**src/rtl/accbank_defs.sv**
```systemverilog
// Shared definitions for the accumulator bank: opcodes, FSM states and flag payload.
package accbank_defs;

  localparam logic [2:0] OP_NOP     = 3'b000;
  localparam logic [2:0] OP_LOAD_IN = 3'b001;
  localparam logic [2:0] OP_LOAD_IR = 3'b010;
  localparam logic [2:0] OP_CLR     = 3'b011;
  localparam logic [2:0] OP_ADD     = 3'b100;
  localparam logic [2:0] OP_SUB     = 3'b101;
  localparam logic [2:0] OP_SHR     = 3'b110;
  localparam logic [2:0] OP_MUL     = 3'b111;

  typedef enum logic [1:0] {
    ST_IDLE  = 2'b00,
    ST_MULT  = 2'b01,
    ST_WRITE = 2'b10
  } state_e;

  typedef struct packed {
    logic carry;
    logic ovf;
  } flags_t;

endpackage

```
**src/rtl/accumulator_bank_if.sv**
```systemverilog
// Request/response bundle between the control path and the accumulator bank.
interface accumulator_bank_if #(
  parameter int unsigned N    = 8,
  parameter int unsigned NREG = 4
);
  localparam int unsigned SELW = $clog2(NREG);

  logic [N-1:0]    IROut;
  logic [N-1:0]    Input;
  logic [2:0]      op;
  logic [SELW-1:0] regSel;
  logic            start;
  logic            busy;
  logic            done;
  logic [N-1:0]    regAOut;
  logic            Aeq0;
  logic            Apos;
  logic            carry;
  logic            ovf;

  modport master (
    output IROut, Input, op, regSel, start,
    input  busy, done, regAOut, Aeq0, Apos, carry, ovf
  );

  modport slave (
    input  IROut, Input, op, regSel, start,
    output busy, done, regAOut, Aeq0, Apos, carry, ovf
  );
endinterface

```
**src/rtl/seq_multiplier.sv**
```systemverilog
// Unsigned shift-add multiplier: one partial product per clock, N clocks per product.
// product reflects the current iteration, so it is final while last is high.
module seq_multiplier #(
  parameter int unsigned N = 8
) (
  input  logic           clk,
  input  logic           clearN,
  input  logic           go,
  input  logic [N-1:0]   a,
  input  logic [N-1:0]   b,
  output logic [2*N-1:0] product,
  output logic           busy,
  output logic           last
);
  localparam int unsigned CW = $clog2(N);

  logic [2*N-1:0] r_a;
  logic [N-1:0]   r_b;
  logic [2*N-1:0] r_prod;
  logic [CW-1:0]  r_cnt;
  logic           r_busy;
  logic [2*N-1:0] w_prod_nxt;

  assign w_prod_nxt = r_prod + (r_b[0] ? r_a : '0);
  assign product    = w_prod_nxt;
  assign busy       = r_busy;
  assign last       = r_busy && (r_cnt == CW'(N-1));

  always_ff @(posedge clk or negedge clearN) begin
    if (!clearN) begin
      r_a    <= '0;
      r_b    <= '0;
      r_prod <= '0;
      r_cnt  <= '0;
      r_busy <= 1'b0;
    end else if (go && !r_busy) begin
      r_a    <= {N'(0), a};
      r_b    <= b;
      r_prod <= '0;
      r_cnt  <= '0;
      r_busy <= 1'b1;
    end else if (r_busy) begin
      r_prod <= w_prod_nxt;
      r_a    <= r_a << 1;
      r_b    <= r_b >> 1;
      r_cnt  <= r_cnt + CW'(1);
      if (last) r_busy <= 1'b0;
    end
  end

endmodule

```
**src/rtl/accumulator_bank.sv**
```systemverilog
// Bank of NREG accumulators with a single-cycle ALU, condition flags and a
// sequential multiply path that shares the register write port.
module accumulator_bank
  import accbank_defs::*;
#(
  parameter int unsigned N    = 8,
  parameter int unsigned NREG = 4
) (
  input logic               clk,
  input logic               clearN,
  accumulator_bank_if.slave bus
);
  localparam int unsigned SELW = $clog2(NREG);

  state_e          r_state;
  state_e          w_state_nxt;
  logic [N-1:0]    r_acc [NREG];
  logic [SELW-1:0] r_tgt;
  flags_t          r_flags;
  logic            r_done;

  logic            w_accept;
  logic            w_go;
  logic            w_mul_busy;
  logic            w_mul_last;
  logic [2*N-1:0]  w_prod;
  logic [N-1:0]    w_a;
  logic [N:0]      w_sum;
  logic [N:0]      w_diff;
  logic [N-1:0]    w_alu;
  flags_t          w_alu_flags;
  logic            w_alu_wr;
  logic            w_alu_fupd;

  assign w_a      = r_acc[bus.regSel];
  assign w_accept = bus.start && (r_state != ST_MULT);
  assign w_go     = w_accept && (bus.op == OP_MUL) && !w_mul_busy;
  assign w_sum    = {1'b0, w_a} + {1'b0, bus.IROut};
  assign w_diff   = {1'b0, w_a} - {1'b0, bus.IROut};

  assign bus.regAOut = w_a;
  assign bus.Aeq0    = (w_a == '0);
  assign bus.Apos    = ~w_a[N-1];
  assign bus.busy    = (r_state == ST_MULT);
  assign bus.done    = r_done;
  assign bus.carry   = r_flags.carry;
  assign bus.ovf     = r_flags.ovf;

  seq_multiplier #(.N(N)) u_mul (
    .clk     (clk),
    .clearN  (clearN),
    .go      (w_go),
    .a       (w_a),
    .b       (bus.IROut),
    .product (w_prod),
    .busy    (w_mul_busy),
    .last    (w_mul_last)
  );

  // Single-cycle ALU result and flag candidates for the selected accumulator
  always_comb begin
    w_alu       = w_a;
    w_alu_flags = r_flags;
    w_alu_wr    = 1'b0;
    w_alu_fupd  = 1'b0;
    case (bus.op)
      OP_LOAD_IN: begin
        w_alu    = bus.Input;
        w_alu_wr = 1'b1;
      end
      OP_LOAD_IR: begin
        w_alu    = bus.IROut;
        w_alu_wr = 1'b1;
      end
      OP_CLR: begin
        w_alu    = '0;
        w_alu_wr = 1'b1;
      end
      OP_ADD: begin
        w_alu             = w_sum[N-1:0];
        w_alu_wr          = 1'b1;
        w_alu_fupd        = 1'b1;
        w_alu_flags.carry = w_sum[N];
        w_alu_flags.ovf   = (w_a[N-1] == bus.IROut[N-1]) && (w_sum[N-1] != w_a[N-1]);
      end
      OP_SUB: begin
        w_alu             = w_diff[N-1:0];
        w_alu_wr          = 1'b1;
        w_alu_fupd        = 1'b1;
        w_alu_flags.carry = ~w_diff[N];
        w_alu_flags.ovf   = (w_a[N-1] != bus.IROut[N-1]) && (w_diff[N-1] != w_a[N-1]);
      end
      OP_SHR: begin
        w_alu             = {w_a[N-1], w_a[N-1:1]};
        w_alu_wr          = 1'b1;
        w_alu_fupd        = 1'b1;
        w_alu_flags.carry = w_a[0];
        w_alu_flags.ovf   = 1'b0;
      end
      default: ;
    endcase
  end

  always_ff @(posedge clk or negedge clearN) begin
    if (!clearN) r_state <= ST_IDLE;
    else         r_state <= w_state_nxt;
  end

  // WRITE is the done cycle of a multiply and may accept the next request
  always_comb begin
    w_state_nxt = r_state;
    case (r_state)
      ST_IDLE:  if (w_go) w_state_nxt = ST_MULT;
      ST_MULT:  if (w_mul_last) w_state_nxt = ST_WRITE;
      ST_WRITE: w_state_nxt = w_go ? ST_MULT : ST_IDLE;
      default:  w_state_nxt = ST_IDLE;
    endcase
  end

  // Write port: multiply completion and ALU writes never coincide (accept needs !busy)
  always_ff @(posedge clk or negedge clearN) begin
    if (!clearN) begin
      for (int i = 0; i < NREG; i++) r_acc[i] <= '0;
      r_tgt   <= '0;
      r_flags <= '0;
      r_done  <= 1'b0;
    end else begin
      r_done <= 1'b0;
      if (w_mul_last) begin
        r_acc[r_tgt]  <= w_prod[N-1:0];
        r_flags.carry <= |w_prod[2*N-1:N];
        r_flags.ovf   <= 1'b0;
        r_done        <= 1'b1;
      end else if (w_accept && w_alu_wr) begin
        r_acc[bus.regSel] <= w_alu;
        if (w_alu_fupd) r_flags <= w_alu_flags;
        r_done <= 1'b1;
      end
      if (w_go) r_tgt <= bus.regSel;
    end
  end

endmodule

```
**src/flat_wrapper.sv**
```systemverilog
// flat-port wrapper written by rule: the top's interface ports become plain ports
module accumulator_bank_flat import accbank_defs::*;
#(
  parameter int unsigned N    = 8,
  parameter int unsigned NREG = 4
)
  (clk, clearN, bus_IROut, bus_Input, bus_op, bus_regSel, bus_start, bus_busy, bus_done, bus_regAOut, bus_Aeq0, bus_Apos, bus_carry, bus_ovf);
  accumulator_bank_if #(.N(N), .NREG(NREG)) bus_i ();
  input logic clk;
  input logic clearN;
  input wire logic [$bits(bus_i.IROut)-1:0] bus_IROut;
  input wire logic [$bits(bus_i.Input)-1:0] bus_Input;
  input wire logic [$bits(bus_i.op)-1:0] bus_op;
  input wire logic [$bits(bus_i.regSel)-1:0] bus_regSel;
  input wire logic [$bits(bus_i.start)-1:0] bus_start;
  output wire logic [$bits(bus_i.busy)-1:0] bus_busy;
  output wire logic [$bits(bus_i.done)-1:0] bus_done;
  output wire logic [$bits(bus_i.regAOut)-1:0] bus_regAOut;
  output wire logic [$bits(bus_i.Aeq0)-1:0] bus_Aeq0;
  output wire logic [$bits(bus_i.Apos)-1:0] bus_Apos;
  output wire logic [$bits(bus_i.carry)-1:0] bus_carry;
  output wire logic [$bits(bus_i.ovf)-1:0] bus_ovf;
  assign bus_i.IROut = bus_IROut;
  assign bus_i.Input = bus_Input;
  assign bus_i.op = bus_op;
  assign bus_i.regSel = bus_regSel;
  assign bus_i.start = bus_start;
  assign bus_busy = bus_i.busy;
  assign bus_done = bus_i.done;
  assign bus_regAOut = bus_i.regAOut;
  assign bus_Aeq0 = bus_i.Aeq0;
  assign bus_Apos = bus_i.Apos;
  assign bus_carry = bus_i.carry;
  assign bus_ovf = bus_i.ovf;
  accumulator_bank #(.N(N), .NREG(NREG)) u_core (.clk(clk), .clearN(clearN), .bus(bus_i));
endmodule
```
**config.mk**
```make
export PLATFORM = sky130hd
export DESIGN_NAME = accumulator_bank_flat
export DESIGN_NICKNAME = d
export VERILOG_FILES = /design/src/rtl/accbank_defs.sv /design/src/rtl/accumulator_bank_if.sv /design/src/rtl/seq_multiplier.sv /design/src/rtl/accumulator_bank.sv /design/src/flat_wrapper.sv
export SDC_FILE = /design/constraint.sdc
export NUM_CORES = 1
export LEC_CHECK = 0
export ABC_AREA = 0
export BUFFER_PORTS_ARGS = -buffer_cell sky130_fd_sc_hd__buf_2
export CORE_UTILIZATION = 40
export DETAILED_ROUTE_END_ITERATION = 10
export PLACE_DENSITY = 0.65
export SETUP_SLACK_MARGIN = 0.2
export SLEW_MARGIN = 15
export SYNTH_ARGS = -nofsm -noshare
export SYNTH_HDL_FRONTEND = slang
export SYNTH_HIERARCHICAL = 1
export SYNTH_SLANG_ARGS = --single-unit
```
**constraint.sdc**
```tcl
create_clock -name clk -period 2.95 [get_ports clk]
set_clock_uncertainty 0.1 [all_clocks]
set_input_delay 0.59 -clock clk [delete_from_list [all_inputs] [get_ports clk]]
set_output_delay 0.59 -clock clk [all_outputs]
set_load 0.005 [all_outputs]
```
# [Word-level counts from Yosys, hierarchy flattened]
# Cells that the tools add are included.
[op_classes] eq_ne=17 bitwise=4 n_reduce_logical=22 addsub=4 magnitude_cmp=4 n_mux=36
[ops] operator="two-way mux 16 bit" count=5
[ops] operator="bitwise mux 32 bit" count=2
[ops] operator="two-way mux 32 bit" count=2
[ops] operator="two-way mux 8 bit" count=6
[ops] operator="case mux 8 bit (6 select lines)" count=1
[ops] operator="demux 8 bit (select 2 bit)" count=2
[ops] operator="adder 16 bit" count=1
[ops] operator="binary-select mux 8 bit (select 2 bit)" count=1
[ops] operator="== test 3 bit (second input constant)" count=5
[ops] operator="case mux 2 bit (3 select lines)" count=2
[ops] operator="logical AND 1 bit" count=10
[ops] operator="two-way mux 2 bit" count=5
[ops] operator="adder 8 x 8 -> 9 bit" count=1
[ops] operator="subtractor 8 x 8 -> 9 bit" count=1
[ops] operator="zero test 8 bit" count=1
[ops] operator="two-way mux 1 bit" count=8
[ops] operator="OR reduction 8 bit" count=1
[ops] operator="== test 3 x 2 -> 1 bit (second input constant)" count=2
[ops] operator="greater-or-equal comparator 3 bit (second input constant)" count=2
[ops] operator="< comparator 3 x 1 -> 1 bit (second input constant)" count=2
[ops] operator="two-way mux 3 bit" count=2
[ops] operator="inverter 2 -> 3 bit" count=2
[ops] operator="nonzero test 2 bit" count=3
[ops] operator="OR reduction 6 bit" count=1
[ops] operator="other kinds (15)" count=19
[word_totals] word_cells=101 regBits=83 in_bits=24 out_inout_bits=14

# [Logic depth before layout (Yosys ltp)]
[depth] ltp_word=11 ltp_mapped=13 mapped_depth_nobuf=12

# [Modules after synthesis]
# The synthesis kept the hierarchy.
[modules_own_cells] mod="accumulator_bank" n_inst=1 cells_per_inst=385 seq_area_each_um2=975.9 area_each_um2=3363.2
[modules_own_cells] mod="seq_multiplier" n_inst=1 cells_per_inst=285 seq_area_each_um2=1101.1 area_each_um2=2690.1

# [Least setup slack after synthesis]
# OpenSTA, ideal clock, no wires.
[synth_timing] kind="input to register" startpoint="input port bus_regSel[0]" endpoint="register u_core/r_acc[14] (netlist bit)" arrival_time_ns=3.225 path_slack_ns=-0.442 setup_time_ns=0.067 t_required_ns=2.783 stages=11 n_path_buf=2 cell_sequence="buf_6 clkbuf_8 mux4_1 ha_1 fa_1 nand2b_1 a21oi_1 a221oi_2 xnor2_1 o311ai_1 a221o_1"
[synth_via] elab_chain_len=9 elab_cells_between_ends=15 classes_between="2 x add/sub; 2 x order compare; 9 x mux; 1 x bitwise; 1 x reduce/logical"
[synth_lines] element="start: declaration" line="flat_wrapper.sv:14" rtl="input wire logic [$bits(bus_i.regSel)-1:0] bus_regSel;"
[synth_lines] element="inverter 2 -> 3 bit (implied by the code) (*)" line="accumulator_bank.sv:35" rtl="assign w_a = r_acc[bus.regSel];"
[synth_lines] element="binary-select mux 8 bit (select 2 bit) (*)" line="accumulator_bank.sv:35"
[synth_lines] element="two-way mux 8 bit (implied by the code) (*) (2 in series)" line="accumulator_bank.sv:35"
[synth_lines] element="net bus_regAOut[0]" line="flat_wrapper.sv:18" rtl="output wire logic [$bits(bus_i.regAOut)-1:0] bus_regAOut;"
[synth_lines] element="subtractor 8 x 8 -> 9 bit / adder 8 x 8 -> 9 bit (equally long branches)" line="accumulator_bank.sv:39, accumulator_bank.sv:38"
[synth_lines] element="case mux 8 bit (6 select lines) (*)" line="accumulator_bank.sv:66" rtl="case (bus.op)"
[synth_lines] element="bitwise mux 32 bit (*)" line="accumulator_bank.sv:135" rtl="r_acc[bus.regSel] <= w_alu;"
[synth_lines] element="two-way mux 32 bit (*)" line="accumulator_bank.sv:134" rtl="end else if (w_accept && w_alu_wr) begin"
[synth_lines] element="two-way mux 32 bit (*)" line="accumulator_bank.sv:129" rtl="if (w_mul_last) begin"
[synth_lines] element="end signal: indexed assignment" line="accumulator_bank.sv:130" rtl="r_acc[r_tgt] <= w_prod[N-1:0];"
[synth_lines] element="end signal: indexed assignment" line="accumulator_bank.sv:135"
[synth_lines] element="end: declaration" line="accumulator_bank.sv:17" rtl="logic [N-1:0] r_acc [NREG];"
# The timed path passes the listed nets; every way through them passes the cells marked *. The select of a mux whose other input is x is not followed.
# A chain may end at the register's enable or synchronous reset.

# [Worst setup path in the final report]
[layout_timing] startpoint="input port bus_regSel[0]" endpoint="output port bus_Aeq0"
[layout_via] elab_chain_len=5
[layout_lines] element="inverter 2 -> 3 bit (implied by the code)" line="accumulator_bank.sv:35"
[layout_lines] element="binary-select mux 8 bit (select 2 bit)" line="accumulator_bank.sv:35"
[layout_lines] element="two-way mux 8 bit (implied by the code) (2 in series)" line="accumulator_bank.sv:35"
[layout_lines] element="zero test 8 bit" line="accumulator_bank.sv:42" rtl="assign bus.Aeq0 = (w_a == '0);"
[layout_lines] element="end: declaration" line="flat_wrapper.sv:19" rtl="output wire logic [$bits(bus_i.Aeq0)-1:0] bus_Aeq0;"
# No other way between the ends. The select of a mux whose other input is x is not followed.

==> flow_metrics.env <==
export IMPL_status="finished, violations left"
export IMPL_violations="DRC, setup timing"
export IMPL_synth_edf_count=0
export IMPL_numCtsBuffers=9
export IMPL_power_frac_clock_pct=18.3
export IMPL_place_congestion=0.980
export IMPL_synthTopCellsByArea="dfrtp_1, ha_1, nand2_1"
export IMPL_ys_seq_area_share_pct=34.3
export IMPL_routedWlPerCell_um=19.5
export IMPL_slew_viol_final=0
export IMPL_synth_fp_nets=731
export IMPL_critPathKind="input pin to output port"
export IMPL_cp_num_buf_inv=4
export IMPL_synthFlopType="dfrtp_1"
export IMPL_power_density_nw_per_um2=837
export IMPL_finalHoldViolCount=0
export IMPL_fin_nets=832
export IMPL_grt_pass1_vias=5569
export IMPL_grt_max_degree=64
export IMPL_die_y_um=125
export IMPL_setup_slack_ns=-0.0451
export IMPL_portBuffers=37
export IMPL_cts_buffer_depth=2
export IMPL_power_switching_w=0.00261
export IMPL_dieArea_sq_um=15600
export IMPL_grt_pass1_wl_mm=30.3
export IMPL_tritoncts="built"
export IMPL_crit_path_start_kind="input pin"
export IMPL_syn_area_per_cell_sq_um=9.03
export IMPL_syn_to_final_growth_pct=28.0
export IMPL_synth_cell_type_count=73
export IMPL_detailedPlace_worstSlack_ns=-0.517
export IMPL_vias=5715
export IMPL_drtIter0Drc=588
export IMPL_synth_seq_cells=83
export IMPL_power_share_switching_pct=40.2
export IMPL_cp_max_fo=5
export IMPL_clock_sinks=83
export IMPL_coreArea_sq_um=14600
export IMPL_worstMarginPinSlew_ns=0.917
export IMPL_cp_end_kind="output port"
export IMPL_arrival_ns=2.31
export IMPL_fin_crit_ns=3.00
export IMPL_p_int_w=0.00388
export IMPL_path_clk_slew_ns=0.06
export IMPL_max_slew_margin_rel_pct=38.1
export IMPL_slowest_delay_ns=0.59
export IMPL_syn_area_sq_um=6050
export IMPL_rows=44
export IMPL_chipWidth_um=125
export IMPL_min_path_type="input pin to asynchronous set/reset pin"
export IMPL_ys_warn_count=6
export IMPL_synth_cells=670
export IMPL_vdd_drop_max_mv=0.378
export IMPL_cp_required_ns=2.26
export IMPL_synth_common_cells="dfrtp_1, nand2_1, o21ai_0"
export IMPL_cp_cell_sequence="buf_12 -> buf_8 -> mux4_2 -> buf_6 -> or4_4 -> nor2_4 -> buf_2"
export IMPL_synth_top_area_share_pct=34.3
export IMPL_critPathSlowestCell="mux4_2"
export IMPL_drt_wl_total_mm=18.7
export IMPL_antenna_found_initial=0
export IMPL_io_pins=38
export IMPL_timing_hold_ws_ns=0.180
export IMPL_fmax_ghz=0.334
export IMPL_critical_path_top_delay_family="simple AND/OR/NAND/NOR gates"
export IMPL_initial_core_util_pct=41.3
export IMPL_gr_total_overflow=0
export IMPL_rsz0062_at_grt="yes"
export IMPL_synth_top_cell_by_area="dfrtp_1"
export IMPL_dr_pass1_iters=8
export IMPL_grt_use_total_pct=24.6
export IMPL_vias_per_cell=5.96
export IMPL_async_flop_share_pct=100
export IMPL_cts_root_buffer="clkbuf_16"
export IMPL_fin_crit_sh_pct=102
export IMPL_seq_power_share_pct=28.8
export IMPL_drcViolationCount=12
export IMPL_p_leak_nw=3.37
export IMPL_drive_gt1_share_pct=31.6
export IMPL_comb_power_share_pct=52.9
export IMPL_hpwl_mm=13.8
export IMPL_drtAntennaViolNets=0
export IMPL_maxCapViolations=0
export IMPL_h_tree_depth=3
export IMPL_clkLatencyLatePin_ns=0.34
export IMPL_finalSetupViolCount=5
export IMPL_num_antenna_cells=0
-- cell usage in the layout, fill, tap and decap left out, drive strengths merged, types with 5 or more instances in the layout --
cell type and n:
o21ai 59, a221o 14, nor3 9, o22a 8, nor2 53, o211ai 10
o22ai 6, mux2i 20, ha 34, xor2 6, mux4 8, dfrtp 83
nand2b 14, and3 7, nand3 12, a22o 13, inv 28, clkbuf 11
a32oi 11, and2 28, a221oi 7, a21oi 37, nand2 84, nand4 5
nor2b 7, buf 125, xnor2 13
-- worst register-to-register path, stage by stage (launching register included) --
cell and delay, ns:
dfrtp_1 0.40, mux4_2 0.54, inv_2 0.11, ha_4 0.13, inv_2 0.03, fa_2 0.36, a21o_1 0.19, a21oi_2 0.13
mux2i_1 0.10, xnor2_1 0.18, o22ai_1 0.11, buf_4 0.18, a221o_1 0.29
-- power by group through the flow --
stage / sequential, W / clock [W] / combinational [W]
2_1_floorplan: 0.00174 / 0 / 0.00183
3_3_place_gp: 0.00183 / 0 / 0.00282
3_5_place_dp: 0.00184 / 0 / 0.00288
4_1_cts: 0.00185 / 0.00121 / 0.00323
5_1_grt: 0.00191 / 0.00126 / 0.00369
6_report: 0.00187 / 0.00119 / 0.00343
-- per-stage QoR --
step / setup TNS (ns) / util (%) / total power [W] / instances / cell area, sq um
2_1_floorplan: -4.77 / - / 0.00357 / 670 / 6090
3_3_place_gp: -11.09 / 46.8 / 0.00465 / 928 / 6860
3_5_place_dp: -13.34 / 46.8 / 0.00472 / 928 / 6860
4_1_cts: -0.142 / 51.9 / 0.00629 / 953 / 7600
5_1_grt: -1.37 / 52.9 / 0.00686 / 959 / 7750
6_report: -0.120 / 52.9 / 0.00649 / 959 / 7750
-- state kept, by name, summed over array words and instances (netlist names), 2 cells and up --
name,count
u_core/r_acc,32
u_core/u_mul/r_a,16
u_core/u_mul/r_prod,16
u_core/u_mul/r_b,8
u_core/u_mul/r_cnt,3
u_core/r_state,2
u_core/r_tgt,2
-- routing by layer --
metal / up-vias / GRT usage (%) / share of wire (%)
li1: 2658 / - / -
met4: 0 / 9.61 / 2.8
met3: 29 / 4.15 / 6.1
met1: 2808 / 33.6 / 45
met2: 220 / 39.1 / 46
met5: - / 0 / 0
-- cell type report --
type / count / area, sq um
Fill cell: 1311 / 6900
Multi-Input combinational cell: 522 / 4090
Sequential cell: 83 / 2080
Timing Repair Buffer: 125 / 925
Clock buffer: 11 / 233
Tap cell: 184 / 230
Inverter: 30 / 113
Clock inverter: 4 / 76.3
-- path summary, 6_finish.rpt --
check                                     endpoint  depth (start not counted)  slack, ns              start
min in group clk                 u_core/r_state[0]                          1       0.37  u_core/r_state[0]
hold reg to reg                  u_core/r_state[0]                          1       0.37  u_core/r_state[0]
max in group asynchronous      u_core/u_mul/r_a[2]                          2       1.93             clearN
hold / removal             u_core/u_mul/r_prod[11]                          1       0.18             clearN
setup / recovery                          bus_Aeq0                          7      -0.05      bus_regSel[0]
setup reg to reg                  u_core/r_acc[12]                         12      -0.02    u_core/r_acc[8]
-- what timing repair did --
item,4_1_cts,5_1_grt
setup endpoints to repair,31,31
pin swaps,48,23
buffers inserted,9,6
resized for setup,93,22
hold buffers,0,0
gates cloned,1,0
-- cell families after synthesis --
kind of cell	after synthesis	share of synthesized area, %
xor gates and xnor gates	19	2.75
AOI/OAI and AO/OA	200	24.0
and+or+nand+nor	236	18.9
buffers and inverters	65	5.08
DFF	83	34.3
adders and majority gates	37	8.02
muxes	30	6.97
Note: power is estimated with default switching activity, not from simulation.
